[src/rtl/dmem_arbiter_pkg.sv]
// Shared encodings for the data-memory arbiter: FSM states, owner ids and access lengths.
// The access-length values mirror the `word/`half/`byte encodings of Marco.v.
package dmem_arbiter_pkg;

  typedef enum logic [1:0] {
    DARB_IDLE   = 2'd0,
    DARB_ACCESS = 2'd1,
    DARB_RESP   = 2'd2
  } darb_state_e;

  localparam logic DARB_CPU = 1'b0;
  localparam logic DARB_DMA = 1'b1;

  localparam logic [1:0] LEN_WORD = 2'd0;
  localparam logic [1:0] LEN_HALF = 2'd1;
  localparam logic [1:0] LEN_BYTE = 2'd2;

  // A word must sit on a 4-byte boundary and a half on a 2-byte boundary.
  function automatic logic is_misaligned(input logic [1:0] memlen, input logic [1:0] addr_lo);
    is_misaligned = ((memlen == LEN_WORD) && (addr_lo != 2'b00)) ||
                    ((memlen == LEN_HALF) && addr_lo[0]);
  endfunction

endpackage

[src/rtl/dmem_rr_pick.sv]
// Two-way round-robin chooser: masked requests in, one winner out.
// On a tie the requester that was not granted last wins.
module dmem_rr_pick (
  input  logic [1:0] req,
  input  logic [1:0] mask,
  input  logic       last_grant,
  output logic       grant_valid,
  output logic       grant_id
);

  logic [1:0] eligible;

  assign eligible = req & ~mask;

  always_comb begin
    grant_valid = |eligible;
    grant_id    = 1'b0;
    case (eligible)
      2'b01:   grant_id = 1'b0;
      2'b10:   grant_id = 1'b1;
      2'b11:   grant_id = ~last_grant;
      default: grant_id = 1'b0;
    endcase
  end

endmodule

[src/rtl/dmem_arbiter.sv]
// Shares one data-memory port between the MEM stage (cpu_*) and a DMA/debug loader (dma_*).
// Optional alignment checking is enabled by defining DMEM_ARB_ALIGN_CHECK_EN.
module dmem_arbiter
  import dmem_arbiter_pkg::*;
#(
  parameter int   ADDR_W    = 32,
  parameter int   DATA_W    = 32,
  parameter logic INIT_PRIO = 1'b0
) (
  input  logic              clk,
  input  logic              rst,
  input  logic              cpu_req,
  input  logic              cpu_we,
  input  logic [1:0]        cpu_memlen,
  input  logic [ADDR_W-1:0] cpu_addr,
  input  logic [DATA_W-1:0] cpu_wdata,
  output logic              cpu_ack,
  output logic [DATA_W-1:0] cpu_rdata,
  output logic              cpu_err,
  output logic              cpu_stall,
  input  logic              dma_req,
  input  logic              dma_we,
  input  logic [1:0]        dma_memlen,
  input  logic [ADDR_W-1:0] dma_addr,
  input  logic [DATA_W-1:0] dma_wdata,
  output logic              dma_ack,
  output logic [DATA_W-1:0] dma_rdata,
  output logic              dma_err,
  output logic              dma_stall,
  output logic              mem_we,
  output logic [1:0]        mem_memlen,
  output logic [ADDR_W-1:0] mem_addr,
  output logic [DATA_W-1:0] mem_wdata,
  input  logic [DATA_W-1:0] mem_rdata
);

  darb_state_e state, state_next;

  logic              owner;
  logic              last_grant;
  logic              req_we;
  logic [1:0]        req_memlen;
  logic [ADDR_W-1:0] req_addr;
  logic [DATA_W-1:0] req_wdata;
  logic              req_err;
  logic [DATA_W-1:0] resp_data;

  logic [1:0]        req_vec;
  logic [1:0]        mask;
  logic              grant_valid;
  logic              grant_id;
  logic              grant_en;

  logic              sel_we;
  logic [1:0]        sel_memlen;
  logic [ADDR_W-1:0] sel_addr;
  logic [DATA_W-1:0] sel_wdata;
  logic              sel_err;

  logic              in_access;
  logic              in_resp;

  assign in_access = (state == DARB_ACCESS);
  assign in_resp   = (state == DARB_RESP);

  // The owner being acked still shows its old request, so it sits out this round.
  assign req_vec = {dma_req, cpu_req};
  assign mask    = in_resp ? ((owner == DARB_DMA) ? 2'b10 : 2'b01) : 2'b00;

  dmem_rr_pick u_pick (
    .req         (req_vec),
    .mask        (mask),
    .last_grant  (last_grant),
    .grant_valid (grant_valid),
    .grant_id    (grant_id)
  );

  assign grant_en = grant_valid && (state == DARB_IDLE || in_resp);

  always_comb begin
    sel_we     = cpu_we;
    sel_memlen = cpu_memlen;
    sel_addr   = cpu_addr;
    sel_wdata  = cpu_wdata;
    if (grant_id == DARB_DMA) begin
      sel_we     = dma_we;
      sel_memlen = dma_memlen;
      sel_addr   = dma_addr;
      sel_wdata  = dma_wdata;
    end
  end

`ifdef DMEM_ARB_ALIGN_CHECK_EN
  assign sel_err = is_misaligned(sel_memlen, sel_addr[1:0]);
`else
  assign sel_err = 1'b0;
`endif

  always_comb begin
    state_next = state;
    case (state)
      DARB_IDLE:   if (grant_valid) state_next = DARB_ACCESS;
      DARB_ACCESS: state_next = DARB_RESP;
      DARB_RESP:   state_next = grant_valid ? DARB_ACCESS : DARB_IDLE;
      default:     state_next = DARB_IDLE;
    endcase
  end

  always_ff @(posedge clk or posedge rst) begin
    if (rst) state <= DARB_IDLE;
    else     state <= state_next;
  end

  always_ff @(posedge clk or posedge rst) begin
    if (rst) begin
      owner      <= DARB_CPU;
      last_grant <= INIT_PRIO;
      req_we     <= 1'b0;
      req_memlen <= '0;
      req_addr   <= '0;
      req_wdata  <= '0;
      req_err    <= 1'b0;
    end else if (grant_en) begin
      owner      <= grant_id;
      last_grant <= grant_id;
      req_we     <= sel_we;
      req_memlen <= sel_memlen;
      req_addr   <= sel_addr;
      req_wdata  <= sel_wdata;
      req_err    <= sel_err;
    end
  end

  always_ff @(posedge clk or posedge rst) begin
    if (rst)            resp_data <= '0;
    else if (in_access) resp_data <= mem_rdata;
  end

  // Memory port is quiet outside ACCESS; a flagged access never writes.
  always_comb begin
    mem_we     = 1'b0;
    mem_memlen = '0;
    mem_addr   = '0;
    mem_wdata  = '0;
    if (in_access) begin
      mem_we     = req_we & ~req_err;
      mem_memlen = req_memlen;
      mem_addr   = req_addr;
      mem_wdata  = req_wdata;
    end
  end

  always_comb begin
    cpu_ack   = in_resp && (owner == DARB_CPU);
    dma_ack   = in_resp && (owner == DARB_DMA);
    cpu_rdata = (cpu_ack && !req_err) ? resp_data : '0;
    dma_rdata = (dma_ack && !req_err) ? resp_data : '0;
`ifdef DMEM_ARB_ALIGN_CHECK_EN
    cpu_err   = cpu_ack && req_err;
    dma_err   = dma_ack && req_err;
`else
    cpu_err   = 1'b0;
    dma_err   = 1'b0;
`endif
  end

  assign cpu_stall = cpu_req & ~cpu_ack;
  assign dma_stall = dma_req & ~dma_ack;

  a_ack_exclusive: assert property (@(posedge clk) disable iff (rst) !(cpu_ack && dma_ack));
  a_we_in_access:  assert property (@(posedge clk) disable iff (rst) mem_we |-> in_access);

endmodule

[config.mk]
export PLATFORM = sky130hd
export DESIGN_NAME = dmem_arbiter
export DESIGN_NICKNAME = d
export VERILOG_FILES = /design/src/rtl/dmem_arbiter_pkg.sv /design/src/rtl/dmem_rr_pick.sv /design/src/rtl/dmem_arbiter.sv
export SDC_FILE = /design/constraint.sdc
export NUM_CORES = 1
export LEC_CHECK = 0
export BUFFER_PORTS_ARGS = -buffer_cell sky130_fd_sc_hd__buf_4
export CAP_MARGIN = 20
export CORE_MARGIN = 3
export CORE_UTILIZATION = 35
export DETAILED_ROUTE_END_ITERATION = 16
export PLACE_DENSITY = 0.65
export SYNTH_ARGS = -nofsm -noshare
export SYNTH_HDL_FRONTEND = slang
export SYNTH_SLANG_ARGS = --single-unit
[constraint.sdc]
create_clock -name clk -period 3.6 [get_ports clk]
set_input_delay 0.72 -clock clk [delete_from_list [all_inputs] [get_ports clk]]
set_output_delay 0.72 -clock clk [all_outputs]
set_load 0.005 [all_outputs]
==> key figures <==
Outcome
  – Result of the run: completed

Logic synthesis
  – Xor and xnor area share after synthesis: 0%
  – Number of synthesized flops with an enable pin: 0
  – Fraction of registers with async set or reset after synthesis: 100.0%
  – Synthesized cell area: 5564 um2
  – Syn Inst Count: 448
  – Yosys cell types: 19
  – Post-synthesis sequential area ratio: 45.87%
  – Yosys warning total: 0
  – Top cell type's share of synthesized area: 45.87%
  – Seq cells post-synth: roughly 100
  – Compound-gate portion of the synthesized area: 0.6746%
  – Avg Inst Size Synth: 12.42 um2
  – Cell type with the largest total area after synthesis: sky130_fd_sc_hd__dfrtp_1
  – Most common cell in the netlist: sky130_fd_sc_hd__mux2_2
  – Post-synthesis share of cell area spent on and, or, nand and nor gates: 15.49%
  – Adder-cell share of the synthesized area: 0%
  – Multiplexer area fraction after synthesis: approximately a third
  – Flip-flop cell with the highest count after synthesis: sky130_fd_sc_hd__dfrtp_1
  – Most instantiated cells after synthesis: sky130_fd_sc_hd__mux2_2 (156), sky130_fd_sc_hd__and2_1 (131), sky130_fd_sc_hd__dfrtp_1 (102), sky130_fd_sc_hd__clkbuf_1 (14), sky130_fd_sc_hd__mux2_4 (8)
  – Dominant combinational cell family by area after synthesis: multiplexers
  – Leading post-synthesis cells by cell area: sky130_fd_sc_hd__dfrtp_1 (46%), sky130_fd_sc_hd__mux2_2 (32%), sky130_fd_sc_hd__and2_1 (15%)

Floorplanning
  – Die width: between 100 and 150 um
  – Core region area: 15,370 um2
  – Die H: 132.1 um
  – Top-level port count: 307
  – Site Rows: 45
  – Initial standard-cell utilization of the core: roughly 36%
  – Area of the die: 17,450 um2

Finish
  – Area growth from synthesis to layout: 50.21%
  – Sequential cell area: 2552 um2
  – Share of final-layout standard cells stronger than drive strength 1: 66.62%
  – Footprint of the multi-input gates: 2839 um2
  – Non-filler cells in the finished layout: 954
  – Antenna cells: 0
  – Fill cell count: 1,375
  – Final design area excluding fillers: 8358 um2
  – Layout net count: 909

Detailed routing
  – Met1 layer wirelength in the final routing: approximately 6100 um
  – Total routed wirelength: approximately 16,000 um
  – Detailed router's first-iteration violation count: 160
  – Number of remaining DRC errors: 0
  – Met3 wire length: 1261 um
  – Vias after detailed routing: 4,386
  – Routed wire length per instance: 16.47 um
  – Remaining number of nets flagged by the antenna check after routing: 0
  – Detailed route wirelength on metal2: between 7000 and 8000 um
  – Highest metal layer used by the detailed router: met4
  – Detailed-routing iteration count for the pre-antenna-repair pass: 4
  – Number of vias per cell: 4.597

Clocking
  – Number of buffers between clock root and the deepest sink: 2
  – # resized after CTS: 0
  – Num Clock Sinks: approximately 100
  – CTS clk-pin slew, worst paths: 0.06 ns
  – Latest clock arrival within the worst-skew pair: 0.35 ns
  – Clock buffer count from CTS: 9
  – CTS tree: done
  – Max H-tree Level: 3
  – Count of hold-fix buffers inserted at cts: 0
  – Root Buffer: sky130_fd_sc_hd__clkbuf_16
  – Post-CTS setup buffer count: 0

Power
  – Pwr Density: 722.2 nW/um2
  – Static leakage: 4.037 nW
  – Maximum ir drop on the vdd rail: 0.0003966 V

Critical path
  – Internal reg-to-reg setup slack: between 1 and 1.5 ns
  – Crit Path Max Fanout: 60
  – Worst Path Arrival: 1.95 ns
  – Required @ worst endpoint: 2.88 ns
  – Crit Reg-Reg Startpoint: state[0]$_DFFE_PP0P_
  – R2r endpoint: req_addr[2]$_DFFE_PP0P_
  – Crit path kind: reg2out
  – Type of destination of the critical path: output port
  – Cell count of the worst reg-to-reg path: 5
  – CP startpoint kind: register

Timing
  – Unrepaired setup endpoints after global routing: false
  – Final worst slack: 0.9259 ns
  – F_max: 374.0 MHz
  – Worst rel slew slack: 58.34%
  – Final hold viol count: 0
  – Period utilization: 74.28%
  – Number of pins exceeding their max-slew limit in the final report: 0
  – Worst hold slack: approximately 0.44 ns
  – Setup Total Neg Slack: 0 ns
  – Slew @ Worst Pin: between 0.6 and 0.7 ns
  – Skew final: 0.007196 ns
  – Final critical path time including I/O delays and setup: 2.674 ns
  – Final setup violation count: 0

Placement
  – Quantity of I/O buffers inserted on ports: a little over 300
  – Total placed cells including tap cells: 939
  – Routability Congestion: 0.7786
  – Cell area after placement: 8049 um2
  – Post-place setup slack: 1.067 ns
  – Hpwl dp: 11,780 um

Global route
  – Initial antenna violation count: 0
  – Largest net degree at the start of global routing: 70
  – Via count of the first global-routing pass: 4,643
  – First-pass GRT wire length: 24,620 um
  – GR Overflow Total: 0
  – GRT Util Overall: 17.53%

Min path
  – HP Class: in2async

Flow run
  – Max-Cap Viols: 0
## critical path: stages, from the launching register on
cell and delay (ns):
sky130_fd_sc_hd__dfrtp_1 0.46, sky130_fd_sc_hd__nor2b_4 0.45, sky130_fd_sc_hd__buf_12 0.31, sky130_fd_sc_hd__and2_1 0.22, sky130_fd_sc_hd__buf_4 0.12
## routing by layer
layer | vias to the layer above | track usage [%]
li1 | 2079 | -
met1 | 2083 | 20.73
met2 | 194 | 29.68
met3 | 30 | 5.954
met4 | 0 | 6.359
met5 | - | 0
## metrics by stage
stage          util, %  power [W]
2_1_floorplan        -   0.003843
3_3_place_gp     52.36   0.005000
3_5_place_dp     52.36   0.005095
4_1_cts          54.38   0.006145
5_1_grt          54.38   0.006460
6_report         54.38   0.006036
## kinds of logic after synthesis
logic type | after synthesis
compound gates | 3
flops | 102
buf+inv | 36
mux | 167
simple gates | 139
other cells | 1
## registers in the layout, indices dropped and copies added (netlist names)
register and count:
last_grant 1, state 2, req_we 1, resp_data 32, req_addr 32, req_memlen 2, req_wdata 32
## cell usage in the layout, fill, tap and decap left out, drive strengths merged
cell type	n
buf	312
mux2	166
and2	131
dfrtp	102
clkbuf	12
nor2	3
inv	3
nor2b	3
nand2b	2
conb	2
a31oi	1
a21oi	1
a311oi	1
mux2i	1
bufinv	1
clkinv	1
clkinvlp	1
## worst max-delay path by stage
stage,start,to,depth (start not counted)
floorplan,rst,last_grant$_DFFE_PP0P_,1
global placement,dma_req,req_addr[1]$_DFFE_PP0P_,6
detailed placement,dma_req,req_addr[23]$_DFFE_PP0P_,6
CTS,state[1]$_DFFE_PP0P_,mem_addr[22],4
global route,state[1]$_DFFE_PP0P_,mem_addr[22],4
finish,state[1]$_DFFE_PP0P_,mem_addr[22],4
## report_power, final
group | total [W] | switching, W | internal (W)
Clock | 0.00101 | 0.000418 | 0.000591
Sequential | 0.00207 | 0.000328 | 0.00175
Combinational | 0.00295 | 0.00113 | 0.00183
Total | 0.00604 | 0.00187 | 0.00417
## area by class of cell
class	instances	area share, %
Clock inverter	3	0.5090
Sequential cell	102	30.54
Multi-Input combinational cell	311	33.97
Clock buffer	12	3.189
Inverter	3	0.1647
Tap cell	211	3.159
Timing Repair Buffer	312	28.47
No activity file was read; power rests on OpenSTA's default activity.
